**src/rtl/tdc_pkg.sv**
```systemverilog
// Shared definitions for the TDC receive path: FSM states, the DTC sign
// convention and the saturation limits of a WIDTH-bit two's-complement code.
package tdc_pkg;

  typedef enum logic [1:0] {
    IDLE  = 2'd0,
    ARMED = 2'd1,
    COUNT = 2'd2,
    DONE  = 2'd3
  } tdc_state_e;

  // Same polarity the DTC driver uses for its sign flag.
  localparam logic SIGN_POS = 1'b1;
  localparam logic SIGN_NEG = 1'b0;

  // Largest positive code, 2^(width-1)-1.
  function automatic int unsigned pos_limit(input int unsigned width);
    return (32'd1 << (width - 32'd1)) - 32'd1;
  endfunction

  // Largest negative magnitude, 2^(width-1).
  function automatic int unsigned neg_limit(input int unsigned width);
    return 32'd1 << (width - 32'd1);
  endfunction

endpackage

```
**src/rtl/tdc_edge_det.sv**
```systemverilog
// Rising-edge detector for one pulse input. With TDC_SIGNED_SYNC_EN defined
// the input first crosses a 2-flop synchronizer (adds 2 cycles of delay).
module tdc_edge_det (
  input  logic clk_i,
  input  logic rst_ni,
  input  logic in_i,
  output logic edge_o
);

  logic samp;
  logic prev_q;

`ifdef TDC_SIGNED_SYNC_EN
  logic [1:0] sync_q;

  always_ff @(posedge clk_i or negedge rst_ni) begin
    if (!rst_ni) begin
      sync_q <= 2'b00;
    end else begin
      sync_q <= {sync_q[0], in_i};
    end
  end

  assign samp = sync_q[1];
`else
  assign samp = in_i;
`endif

  // History updates every cycle so a level already high at arm time is not an edge.
  always_ff @(posedge clk_i or negedge rst_ni) begin
    if (!rst_ni) begin
      prev_q <= 1'b0;
    end else begin
      prev_q <= samp;
    end
  end

  assign edge_o = samp & ~prev_q;

endmodule

```
**src/rtl/tdc_signed.sv**
```systemverilog
// Signed time-to-digital converter: measures ref->dtc edge spacing in clk
// cycles and returns a saturated two's-complement code. Option: TDC_SIGNED_SYNC_EN.
module tdc_signed
  import tdc_pkg::*;
#(
  parameter int WIDTH   = 8,
  parameter int TIMEOUT = 255
) (
  input  logic             clk,
  input  logic             rst_n,
  input  logic             arm,
  input  logic             ref_in,
  input  logic             dtc_in,
  output logic             busy,
  output logic [WIDTH-1:0] dout,
  output logic             dout_sign,
  output logic             dout_valid,
  output logic             ovf,
  output tdc_state_e       dbg_state
);

  // Handshake: arm is a one-cycle request honoured only in IDLE (busy=0 and not
  // finishing); dout_valid is a one-cycle strobe with no back-pressure, and
  // dout/dout_sign/ovf hold their values until the next strobe or arm.

  localparam logic [WIDTH-1:0] POS_MAX = WIDTH'(pos_limit(unsigned'(WIDTH)));
  localparam logic [WIDTH-1:0] NEG_MAG = WIDTH'(neg_limit(unsigned'(WIDTH)));
  localparam logic [WIDTH-1:0] TMAX    = WIDTH'(TIMEOUT);

  logic ref_edge;
  logic dtc_edge;

  tdc_edge_det u_ref_det (
    .clk_i  (clk),
    .rst_ni (rst_n),
    .in_i   (ref_in),
    .edge_o (ref_edge)
  );

  tdc_edge_det u_dtc_det (
    .clk_i  (clk),
    .rst_ni (rst_n),
    .in_i   (dtc_in),
    .edge_o (dtc_edge)
  );

  tdc_state_e       state_q, state_d;
  logic [WIDTH-1:0] cnt_q, cnt_d;
  logic [WIDTH-1:0] mag_q, mag_d;
  logic             msign_q, msign_d;
  logic             tout_q, tout_d;
  logic [WIDTH-1:0] dout_q, dout_d;
  logic             dsign_q, dsign_d;
  logic             valid_q, valid_d;
  logic             ovf_q, ovf_d;

  logic             opp_edge;
  logic [WIDTH-1:0] conv;
  logic             clamp;

  // Magnitude plus sign to saturated code; -0 cannot occur because a zero
  // magnitude is only produced together with SIGN_POS.
  always_comb begin
    conv  = '0;
    clamp = 1'b0;
    if (msign_q == SIGN_POS) begin
      if (mag_q > POS_MAX) begin
        conv  = POS_MAX;
        clamp = 1'b1;
      end else begin
        conv = mag_q;
      end
    end else begin
      if (mag_q > NEG_MAG) begin
        conv  = NEG_MAG;
        clamp = 1'b1;
      end else begin
        conv = ~mag_q + 1'b1;
      end
    end
  end

  assign opp_edge = (msign_q == SIGN_POS) ? dtc_edge : ref_edge;

  always_comb begin
    state_d = state_q;
    cnt_d   = cnt_q;
    mag_d   = mag_q;
    msign_d = msign_q;
    tout_d  = tout_q;
    dout_d  = dout_q;
    dsign_d = dsign_q;
    valid_d = 1'b0;
    ovf_d   = ovf_q;
    unique case (state_q)
      IDLE: begin
        if (arm) begin
          state_d = ARMED;
          ovf_d   = 1'b0;
          cnt_d   = '0;
        end
      end
      ARMED: begin
        if (ref_edge && dtc_edge) begin
          mag_d   = '0;
          msign_d = SIGN_POS;
          tout_d  = 1'b0;
          state_d = DONE;
        end else if (ref_edge) begin
          msign_d = SIGN_POS;
          cnt_d   = WIDTH'(1);
          state_d = COUNT;
        end else if (dtc_edge) begin
          msign_d = SIGN_NEG;
          cnt_d   = WIDTH'(1);
          state_d = COUNT;
        end
      end
      COUNT: begin
        if (opp_edge) begin
          mag_d   = cnt_q;
          tout_d  = 1'b0;
          state_d = DONE;
        end else if (cnt_q == TMAX) begin
          mag_d   = TMAX;
          tout_d  = 1'b1;
          state_d = DONE;
        end else begin
          cnt_d = cnt_q + 1'b1;
        end
      end
      DONE: begin
        dout_d  = conv;
        dsign_d = msign_q;
        ovf_d   = tout_q | clamp;
        valid_d = 1'b1;
        state_d = IDLE;
      end
      default: state_d = IDLE;
    endcase
  end

  always_ff @(posedge clk or negedge rst_n) begin
    if (!rst_n) begin
      state_q <= IDLE;
      cnt_q   <= '0;
      mag_q   <= '0;
      msign_q <= SIGN_POS;
      tout_q  <= 1'b0;
      dout_q  <= '0;
      dsign_q <= SIGN_POS;
      valid_q <= 1'b0;
      ovf_q   <= 1'b0;
    end else begin
      state_q <= state_d;
      cnt_q   <= cnt_d;
      mag_q   <= mag_d;
      msign_q <= msign_d;
      tout_q  <= tout_d;
      dout_q  <= dout_d;
      dsign_q <= dsign_d;
      valid_q <= valid_d;
      ovf_q   <= ovf_d;
    end
  end

  assign busy       = (state_q == ARMED) || (state_q == COUNT);
  assign dout       = dout_q;
  assign dout_sign  = dsign_q;
  assign dout_valid = valid_q;
  assign ovf        = ovf_q;
  assign dbg_state  = state_q;

endmodule

```
**config.mk**
```make
export PLATFORM = sky130hd
export DESIGN_NAME = tdc_signed
export DESIGN_NICKNAME = d
export VERILOG_FILES = /design/src/rtl/tdc_pkg.sv /design/src/rtl/tdc_edge_det.sv /design/src/rtl/tdc_signed.sv
export SDC_FILE = /design/constraint.sdc
export NUM_CORES = 1
export LEC_CHECK = 0
export ABC_CLOCK_PERIOD_IN_PS = 2460
export CAP_MARGIN = 20
export CELL_PAD_IN_SITES_DETAIL_PLACEMENT = 1
export CELL_PAD_IN_SITES_GLOBAL_PLACEMENT = 2
export CORE_AREA = 8 8 79 81
export CTS_CLUSTER_SIZE = 40
export DETAILED_ROUTE_END_ITERATION = 8
export DIE_AREA = 0 0 87 89
export DONT_BUFFER_PORTS = 1
export PLACE_DENSITY_LB_ADDON = 0.08
export SLEW_MARGIN = 10
export SYNTH_ARGS = -nofsm -noshare
export SYNTH_HDL_FRONTEND = slang
export SYNTH_SLANG_ARGS = --single-unit
```
**constraint.sdc**
```tcl
create_clock -name clk -period 2.46 [get_ports clk]
set_input_delay 0.123 -clock clk [delete_from_list [all_inputs] [get_ports clk]]
set_output_delay 0.123 -clock clk [all_outputs]
set_load 0.005 [all_outputs]
```
==> out/results.ini, run 1 <==
[run_status]
status=completed

[finish]
nets=233
drive_above_1_share_pct=12.2
post-route-util_pct=43.3
layout.cells.most_common=dfrtp_1
area_growth_pct=13.0
diodes=0
mostFrequentLayoutCells=dfrtp_1, nor2_1, nand2_1, a21oi_1, o21ai_0

[sta]
min_period_ns=2.17
rsz0062_at_grt=no
slew_viol_final=0
finalSetupViolCount=0
max-slew-margin-rel_pct=47.4
finClkSkew_ns=0.00879
worst_pin_slew_ns=0.781
fmax_mhz=461
hold_ws_ns=0.181
hold_viol_final=0
finalCritPeriodShare_pct=88.1
tns_ns=0

[min_path]
min_path_type=input port to flop

[cts]
post_cts_buffers=0
cts_tree=built
insertion_delay_ns=0.29
clk_pin_slew_ns=0.07
clockBufferDepth=2
htreeDepth=2
clkSinkCount=33
cts_buffers=5
root_buffer=clkbuf_8

[synthesis]
synth_edf_count=0
synth_warnings=0
ys_seq_area_share_pct=43.5
syn_nets=221
ys.flop_type=dfrtp_1
yosys.cell_types.count=48
async_reset_ff_share_pct=100
ys_seq_elements=33
synth_area_um2=1910
syn_inst=208
avgSynthCellArea_um2=9.16

[pwr]
vdd_drop_max_mv=0.728
leakage_nw=0.859
power_mw=2.50
p_per_area_nw_per_um2=1160

[worst_setup_path]
worstPathMaxFanout=7
critPathArrivalTime_ns=2.34
start_kind=flop
path_class=flop to flop
crit_required_ns=2.63
endpoint_kind=flop

[route]
dr.pass1.iters=4
drtIter0Drc=50
finalWirelength_mm=5.03
routed_via_density=5.43
num_vias=1581
wl_per_cell_um=17.3
ant_nets=0
drc_errors=0

[global_routing]
grt_pass1_vias=1680
overflow=0
grt_start_max_net_pins=34
grt_pass1_wl_mm=8.74
track_usage_pct=14.4
antenna_found_initial=0

[placed_design]
hpwl_mm=3.70
gp_congestion=0.845
port_buffers=0

[floorplan]
core_area_um2=4980
die_w_um=87
start_util_pct=38.3
ioPinCount=19
die_h_um=89
row_count=26
die_area_um2=7740

[run]
max-cap-violations=0

## critical path, cell delays in order (launching register included)
cell and delay (ns):
dfrtp_1 0.47, inv_1 0.16, ha_1 0.18, nor2b_1 0.31
nor2_1 0.06, o21ai_0 0.30, buf_4 0.27, o31ai_1 0.08
a22o_1 0.20
## state kept, by name (all words and copies together), names as in the netlist, 2 cells and up
| name | flops |
|---|---|
| mag_q | 8 |
| dout | 8 |
| dbg_state | 2 |
| cnt_q | 8 |
## power by group
group | switching, mW | internal, mW | total [mW]
Clock | 0.211 | 0.196 | 0.408
Combinational | 0.609 | 0.480 | 1.09
Sequential | 0.252 | 0.750 | 1.00
Total | 1.07 | 1.43 | 2.50
## metal layers
metal / GRT usage, % / share of wire, % / up-vias / wire, um
li1: - / - / 780 / -
met1: 18.2 / 48 / 775 / 2400
met2: 24.0 / 48 / 18 / 2400
met3: 3.13 / 3.3 / 8 / 168
met4: 4.23 / 1.3 / 0 / 64
met5: 0 / 0 / - / 0
## worst paths after layout
check | startpoint | endpoint | slack [ns] | cells after the start
worst max-delay path | dbg_state[0] | cnt_q[2] | 0.29 | 8
worst min-delay path | arm | ovf | 0.18 | 3
worst max register to register | dbg_state[0] | cnt_q[2] | 0.29 | 8
worst min register to register | tout_q | tout_q | 0.50 | 2
max in group asynchronous | rst_n | msign_q | 1.93 | 2
min in group asynchronous | rst_n | dbg_state[1] | 0.30 | 2
## cell usage after synthesis (2+ instances only)
| master | n | area, um^2 |
|---|---|---|
| o21ai_0 | 15 | 75.1 |
| nand2_1 | 16 | 60.1 |
| nand4_1 | 2 | 12.5 |
| o21a_1 | 2 | 15.0 |
| inv_1 | 11 | 41.3 |
| nor4_1 | 3 | 18.8 |
| or4_1 | 2 | 15.0 |
| ha_1 | 8 | 100 |
| o31ai_1 | 3 | 22.5 |
| buf_6 | 2 | 22.5 |
| clkbuf_1 | 6 | 22.5 |
| or3_1 | 4 | 25.0 |
| a21oi_1 | 16 | 80.1 |
| or2_2 | 2 | 12.5 |
| nor2b_1 | 4 | 25.0 |
| nand3b_1 | 3 | 22.5 |
| o22ai_1 | 3 | 18.8 |
| mux2i_1 | 6 | 60.1 |
| nand2b_1 | 3 | 18.8 |
| o211ai_1 | 8 | 60.1 |
| nand3_1 | 9 | 45.0 |
| dfrtp_1 | 31 | 776 |
| nor2_1 | 18 | 67.6 |
| dfstp_2 | 2 | 52.6 |
| a22o_1 | 2 | 17.5 |
| nor3_1 | 5 | 25.0 |
## through the flow
step | instance area (um^2) | setup slack (ns) | cells
finish | 2150 | 0.293 | 291
global placement | 2010 | 0.375 | 278
detailed placement | 2010 | 0.280 | 278
floorplan | 1910 | 0.484 | 208
global route | 2150 | 0.0383 | 291
CTS | 2150 | 0.264 | 291
## timing repair
item	CTS	global route
hold buffers	5	0
endpoints found under the setup margin	0	0
hold endpoints to repair	36	0
resized for setup	0	0
## cell type report
type | instances | area (um^2)
Clock inverter | 2 | 10.0
Sequential cell | 33 | 828
Clock buffer | 6 | 72.6
Multi-Input combinational cell | 155 | 986
Inverter | 11 | 41.3
Timing Repair Buffer | 14 | 128
Tap cell | 70 | 87.6
Fill cell | 590 | 2820
## kinds of logic (layout without fill, tap and decap cells)
logic type,after synthesis,in the layout,synth area share [%]
AND/OR/NAND/NOR,76,76,20.4
XOR/XNOR,1,1,0.460
buffers and inverters,20,33,4.79
AO/OA/AOI/OAI,62,62,21.1
flip-flops,33,33,43.5
adder cells (fa/ha/maj),8,8,5.25
multiplexers,8,8,4.53
Note: power is estimated with default switching activity, not from simulation.
==> run 2: changes to the inputs <==
Settings changed: CELL_PAD_IN_SITES_DETAIL_PLACEMENT 1 to 0, CTS_BUF_LIST set to sky130_fd_sc_hd__clkbuf_16.
==> out/results.ini, run 2 (synthesis gave the netlist of run 1 again) <==
[sta]
hold_viol_final=0
tns_ns=0
hold_ws_ns=0.0220
fmax_mhz=448
max-slew-margin-rel_pct=44.1
slew_viol_final=0
finalSetupViolCount=0
min_period_ns=2.23
finClkSkew_ns=0.00297
worst_pin_slew_ns=0.829
finalCritPeriodShare_pct=90.8
rsz0062_at_grt=no

[route]
num_vias=1584
dr.pass1.iters=4
routed_via_density=5.46
drtIter0Drc=55
ant_nets=0
wl_per_cell_um=15.8
finalWirelength_mm=4.59
drc_errors=0

[worst_setup_path]
cp_common_cell=inv_1
ff2ff_setup_slack_ns=0.23
endpoint=cnt_q[2]
slowest_stage=o21ai_0
crit_family=compound AO/OA/AOI/OAI gates
crit_chain=inv_1, ha_1, inv_1, o21ai_0, buf_4, o31ai_1, a22o_1
path_class=flop to flop
r2r_start=dbg_state[1]
worst-r2r-cell-count=7
crit_required_ns=2.62
worst_path_largest_cell_delay_ns=0.67
critPathLaunch=dbg_state[1]
cp_num_buf_inv=3
rr_endpoint=cnt_q[2]
worstPathMaxFanout=7
critPathArrivalTime_ns=2.39
endpoint_kind=flop
start_kind=flop
path_depth=7

[finish]
diodes=0
layout.cells.most_common=dfrtp_1
fill_cells=505
nets=232
mostFrequentLayoutCells=dfrtp_1, nor2_1, nand2_1, a21oi_1, o21ai_0
design_area_um2=2220
drive_above_1_share_pct=11.8
post-route-util_pct=44.7
area_growth_pct=16.7

[placed_design]
gp_congestion=0.845
hpwl_mm=3.35
port_buffers=0
placed_area_um2=2010

[min_path]
hp-start=arm
min_path_type=input port to flop
whs_path_depth=2

[global_routing]
grt_start_max_net_pins=34
grt_pass1_vias=1590
grt_pass1_wl_mm=7.91
track_usage_pct=13.2
antenna_found_initial=0
overflow=0

[pwr]
vdd_drop_max_mv=0.555
power_mw=2.77
leakage_nw=0.892
p_per_area_nw_per_um2=1250

[cts]
clkSinkCount=33
cts_tree=built
clockBufferDepth=2
cts_buffers=5
root_buffer=clkbuf_16
insertion_delay_ns=0.28
htreeDepth=2
clk_pin_slew_ns=0.05

[floorplan]
die_w_um=87
die_area_um2=7740
ioPinCount=19
row_count=26
core_area_um2=4980
die_h_um=89
start_util_pct=38.3

[run_status]
status=completed

[run]
max-cap-violations=0

## run 2: cell count changes in the layout (fill, tap and decap cells not counted), sizes merged
cell / previous run / this run
bufinv: 0 / 1
clkbuf: 6 / 5
dlygate4sd3: 4 / 3
clkinv: 2 / 1
inv: 11 / 12
## run 2: area by class of cell
type                       count  area [um^2]  share of cell area [%]
timing repair buffer          13          118                    5.29
inverter                      11         41.3                    1.86
sequential                    33          828                    37.3
multi-input combinational    155          986                    44.3
tap                           70         87.6                    3.94
clock buffer                   5          125                    5.63
clock inverter                 3         37.5                    1.69
## run 2: worst register-to-register path, cell delays in order, from the launching register on
cell     delay, ns
dfrtp_1       0.47
inv_1         0.15
ha_1          0.19
inv_1         0.08
o21ai_0       0.67
buf_4         0.28
o31ai_1       0.08
a22o_1        0.20
## run 2: timing repair
item	4_1_cts	5_1_grt
setup buffers	0	0
endpoints found under the setup margin	0	0
endpoints found under the hold margin	35	0
gates resized for setup	0	0
hold buffers	4	0
## run 2: how the worst min path moves through the flow
stage | to | slack (ns)
global placement | dout[2] | -0.17
detailed placement | dout[0] | -0.17
CTS | ovf | 0.02
global route | ovf | 0.04
floorplan | cnt_q[0] | -0.17
finish | ovf | 0.02
## run 2: metal layers
layer	wire length, um	GRT usage, %	up-vias
li1	-	-	786
met1	2120	16.3	754
met2	2160	20.9	35
met3	234	4.14	9
met4	76	5.01	0
met5	0	0	-
## run 2: power by group
part / internal, mW / total (mW) / switching [mW]
clock: 0.470 / 0.695 / 0.225
sequential: 0.752 / 1.01 / 0.255
combinational: 0.481 / 1.07 / 0.590
total: 1.70 / 2.77 / 1.07
## run 2: per-stage QoR
stage | std cells | worst slack (ns)
4_1_cts | 290 | 0.217
6_report | 290 | 0.227
2_1_floorplan | 208 | 0.484
3_5_place_dp | 278 | 0.227
3_3_place_gp | 278 | 0.375
5_1_grt | 290 | 0.0873
==> run 3: changes to the inputs <==
Settings changed: ABC_AREA set to 1, CORE_AREA 8 8 79 81 to 8 8 82 84, DIE_AREA 0 0 87 89 to 0 0 90 92.
==> out/results.ini, run 3 <==
[sta]
tns_ns=0
max-slew-margin-rel_pct=72.8
hold_ws_ns=0.0591
slew_viol_final=0
finClkSkew_ns=0.00291
hold_viol_final=0
finalCritPeriodShare_pct=76.9
rsz0062_at_grt=no
worst_pin_slew_ns=0.407
finalSetupViolCount=0
min_period_ns=1.89
fmax_mhz=529

[synthesis]
yosys.area.top_type=dfrtp_1
ys.flop_type=dfrtp_1
yosys.cell_types.count=28
synth_top_area_share_pct=39.7
synth_commonest_cells=nand2_1, dfrtp_1, inv_1
yosysMostFrequentCell=nand2_1
synth_warnings=0
ys_seq_area_share_pct=42.4
synth.area.top_cells=dfrtp_1, nand2_1, nand3_1
synth_edf_count=0
syn_nets=267
synth_area_um2=1950
async_reset_ff_share_pct=100
avgSynthCellArea_um2=7.69
syn_inst=254
ys_seq_elements=33

[run]
max-cap-violations=0

[global_routing]
grt_busiest_layer=met2
grt_pass1_wl_mm=8.18
track_usage_pct=12.2
grtUsageMet3_pct=3.50
grt_pass1_vias=1689
use_met1_pct=14.1
overflow=0
use_met2_pct=20.6
antenna_found_initial=0
grt_start_max_net_pins=34

[pwr]
leakage_nw=1.08
vdd_drop_max_mv=0.555
p_per_area_nw_per_um2=1200

[cts]
post_cts_buffers=0
root_buffer=clkbuf_16
insertion_delay_ns=0.27
htreeDepth=2
clk_pin_slew_ns=0.05
cts_buffers=5
cts_tree=built
clkSinkCount=33
cts_resized=0
clockBufferDepth=2

[placed_design]
port_buffers=0
gp_congestion=0.760
hpwl_mm=3.31
dp_cells=324

[worst_setup_path]
worst-r2r-cell-count=10
start_kind=flop
endpoint=cnt_q[7]
critPathArrivalTime_ns=2.05
critPathLaunch=dbg_state[1]
worstPathMaxFanout=9
r2r_start=dbg_state[1]
path_class=flop to flop
endpoint_kind=flop
ff2ff_setup_slack_ns=0.57
crit_required_ns=2.62
rr_endpoint=cnt_q[7]

[route]
num_vias=1595
drtIter0Drc=50
dr.pass1.iters=4
finalWirelength_mm=4.56
ant_nets=0
wl_per_cell_um=13.6
drc_errors=0
routed_via_density=4.75

[finish]
area_growth_pct=13.5
layout.cells.most_common=nand2_1
finalNonFillerCells=336
mostFrequentLayoutCells=nand2_1, dfrtp_1, inv_1, nor2_1, nand3_1
diodes=0
drive_above_1_share_pct=11.0
nets=276

[floorplan]
ioPinCount=19
core_area_um2=5410
die_h_um=92
start_util_pct=36.1
row_count=27
die_w_um=90
die_area_um2=8280

[run_status]
status=completed

[min_path]
min_path_type=input port to flop

run 3: cell count changes after synthesis, moves of 6 or more:
cell,before,now
inv_1,11,28
o211ai_1,8,2
o21ai_2,0,9
mux2i_1,6,0
nand2_1,16,74
nor2_1,18,26
clkbuf_1,6,0
nand3_1,9,22
run 3: final cells by class:
class	count	area, um^2
clock buffers	5	125
clock inverters	3	11.3
repair buffers	6	65.1
multi-input cells	188	987
fillers	599	3190
inverters	29	109
well taps	72	90.1
flip-flops and latches	33	828
run 3: worst max-delay path, stage by stage (launching register included):
cell,delay [ns]
dfrtp_1,0.47
inv_1,0.12
ha_1,0.20
inv_1,0.12
nor2_1,0.07
nand2_1,0.10
nand2_1,0.07
nor2_2,0.35
nand2_4,0.13
nand2_1,0.09
nand2_1,0.05
run 3: through the flow:
step / instance area (um^2) / utilization [%] / setup WS, ns / total power [mW]
2_1_floorplan: 1950 / - / 0.838 / 1.84
3_3_place_gp: 2030 / 37.5 / 0.612 / 2.12
3_5_place_dp: 2030 / 37.5 / 0.564 / 2.11
4_1_cts: 2220 / 41.0 / 0.540 / 2.73
5_1_grt: 2220 / 41.0 / 0.355 / 2.95
6_report: 2220 / 41.0 / 0.568 / 2.66
run 3: routing by layer:
layer	up-vias	wire (um)
met1	729	2040
met4	0	79
met5	-	0
li1	837	-
met2	23	2260
met3	6	179
run 3: kinds of logic after synthesis:
| kind of cell | count (synthesis) | synth area share (%) |
|---|---|---|
| DFF | 33 | 42.4 |
| and+or+nand+nor | 135 | 30.7 |
| AOI/OAI and AO/OA | 44 | 14.2 |
| buffers and inverters | 33 | 7.05 |
| xor gates and xnor gates | 1 | 0.449 |
| adders and majority gates | 8 | 5.13 |
run 3: how the worst min path moves through the flow:
| stage | start | to | slack, ns | depth (start not counted) |
|---|---|---|---|---|
| floorplan | rst_n | cnt_q[0] | -0.17 | 0 |
| global placement | rst_n | dbg_state[1] | -0.17 | 0 |
| detailed placement | rst_n | dbg_state[1] | -0.17 | 0 |
| CTS | arm | ovf | 0.05 | 3 |
| global route | arm | ovf | 0.08 | 3 |
| finish | arm | ovf | 0.06 | 3 |
run 3: power breakdown:
| part | switching [mW] | internal (mW) |
|---|---|---|
| registers | 0.194 | 0.729 |
| clock network | 0.212 | 0.363 |
| logic | 0.752 | 0.407 |
| total | 1.16 | 1.50 |
run 3: timing repair:
| item | CTS | global route |
|---|---|---|
| endpoints found under the hold margin | 35 | 0 |
| endpoints found under the setup margin | 0 | 0 |
| hold buffers | 4 | 0 |
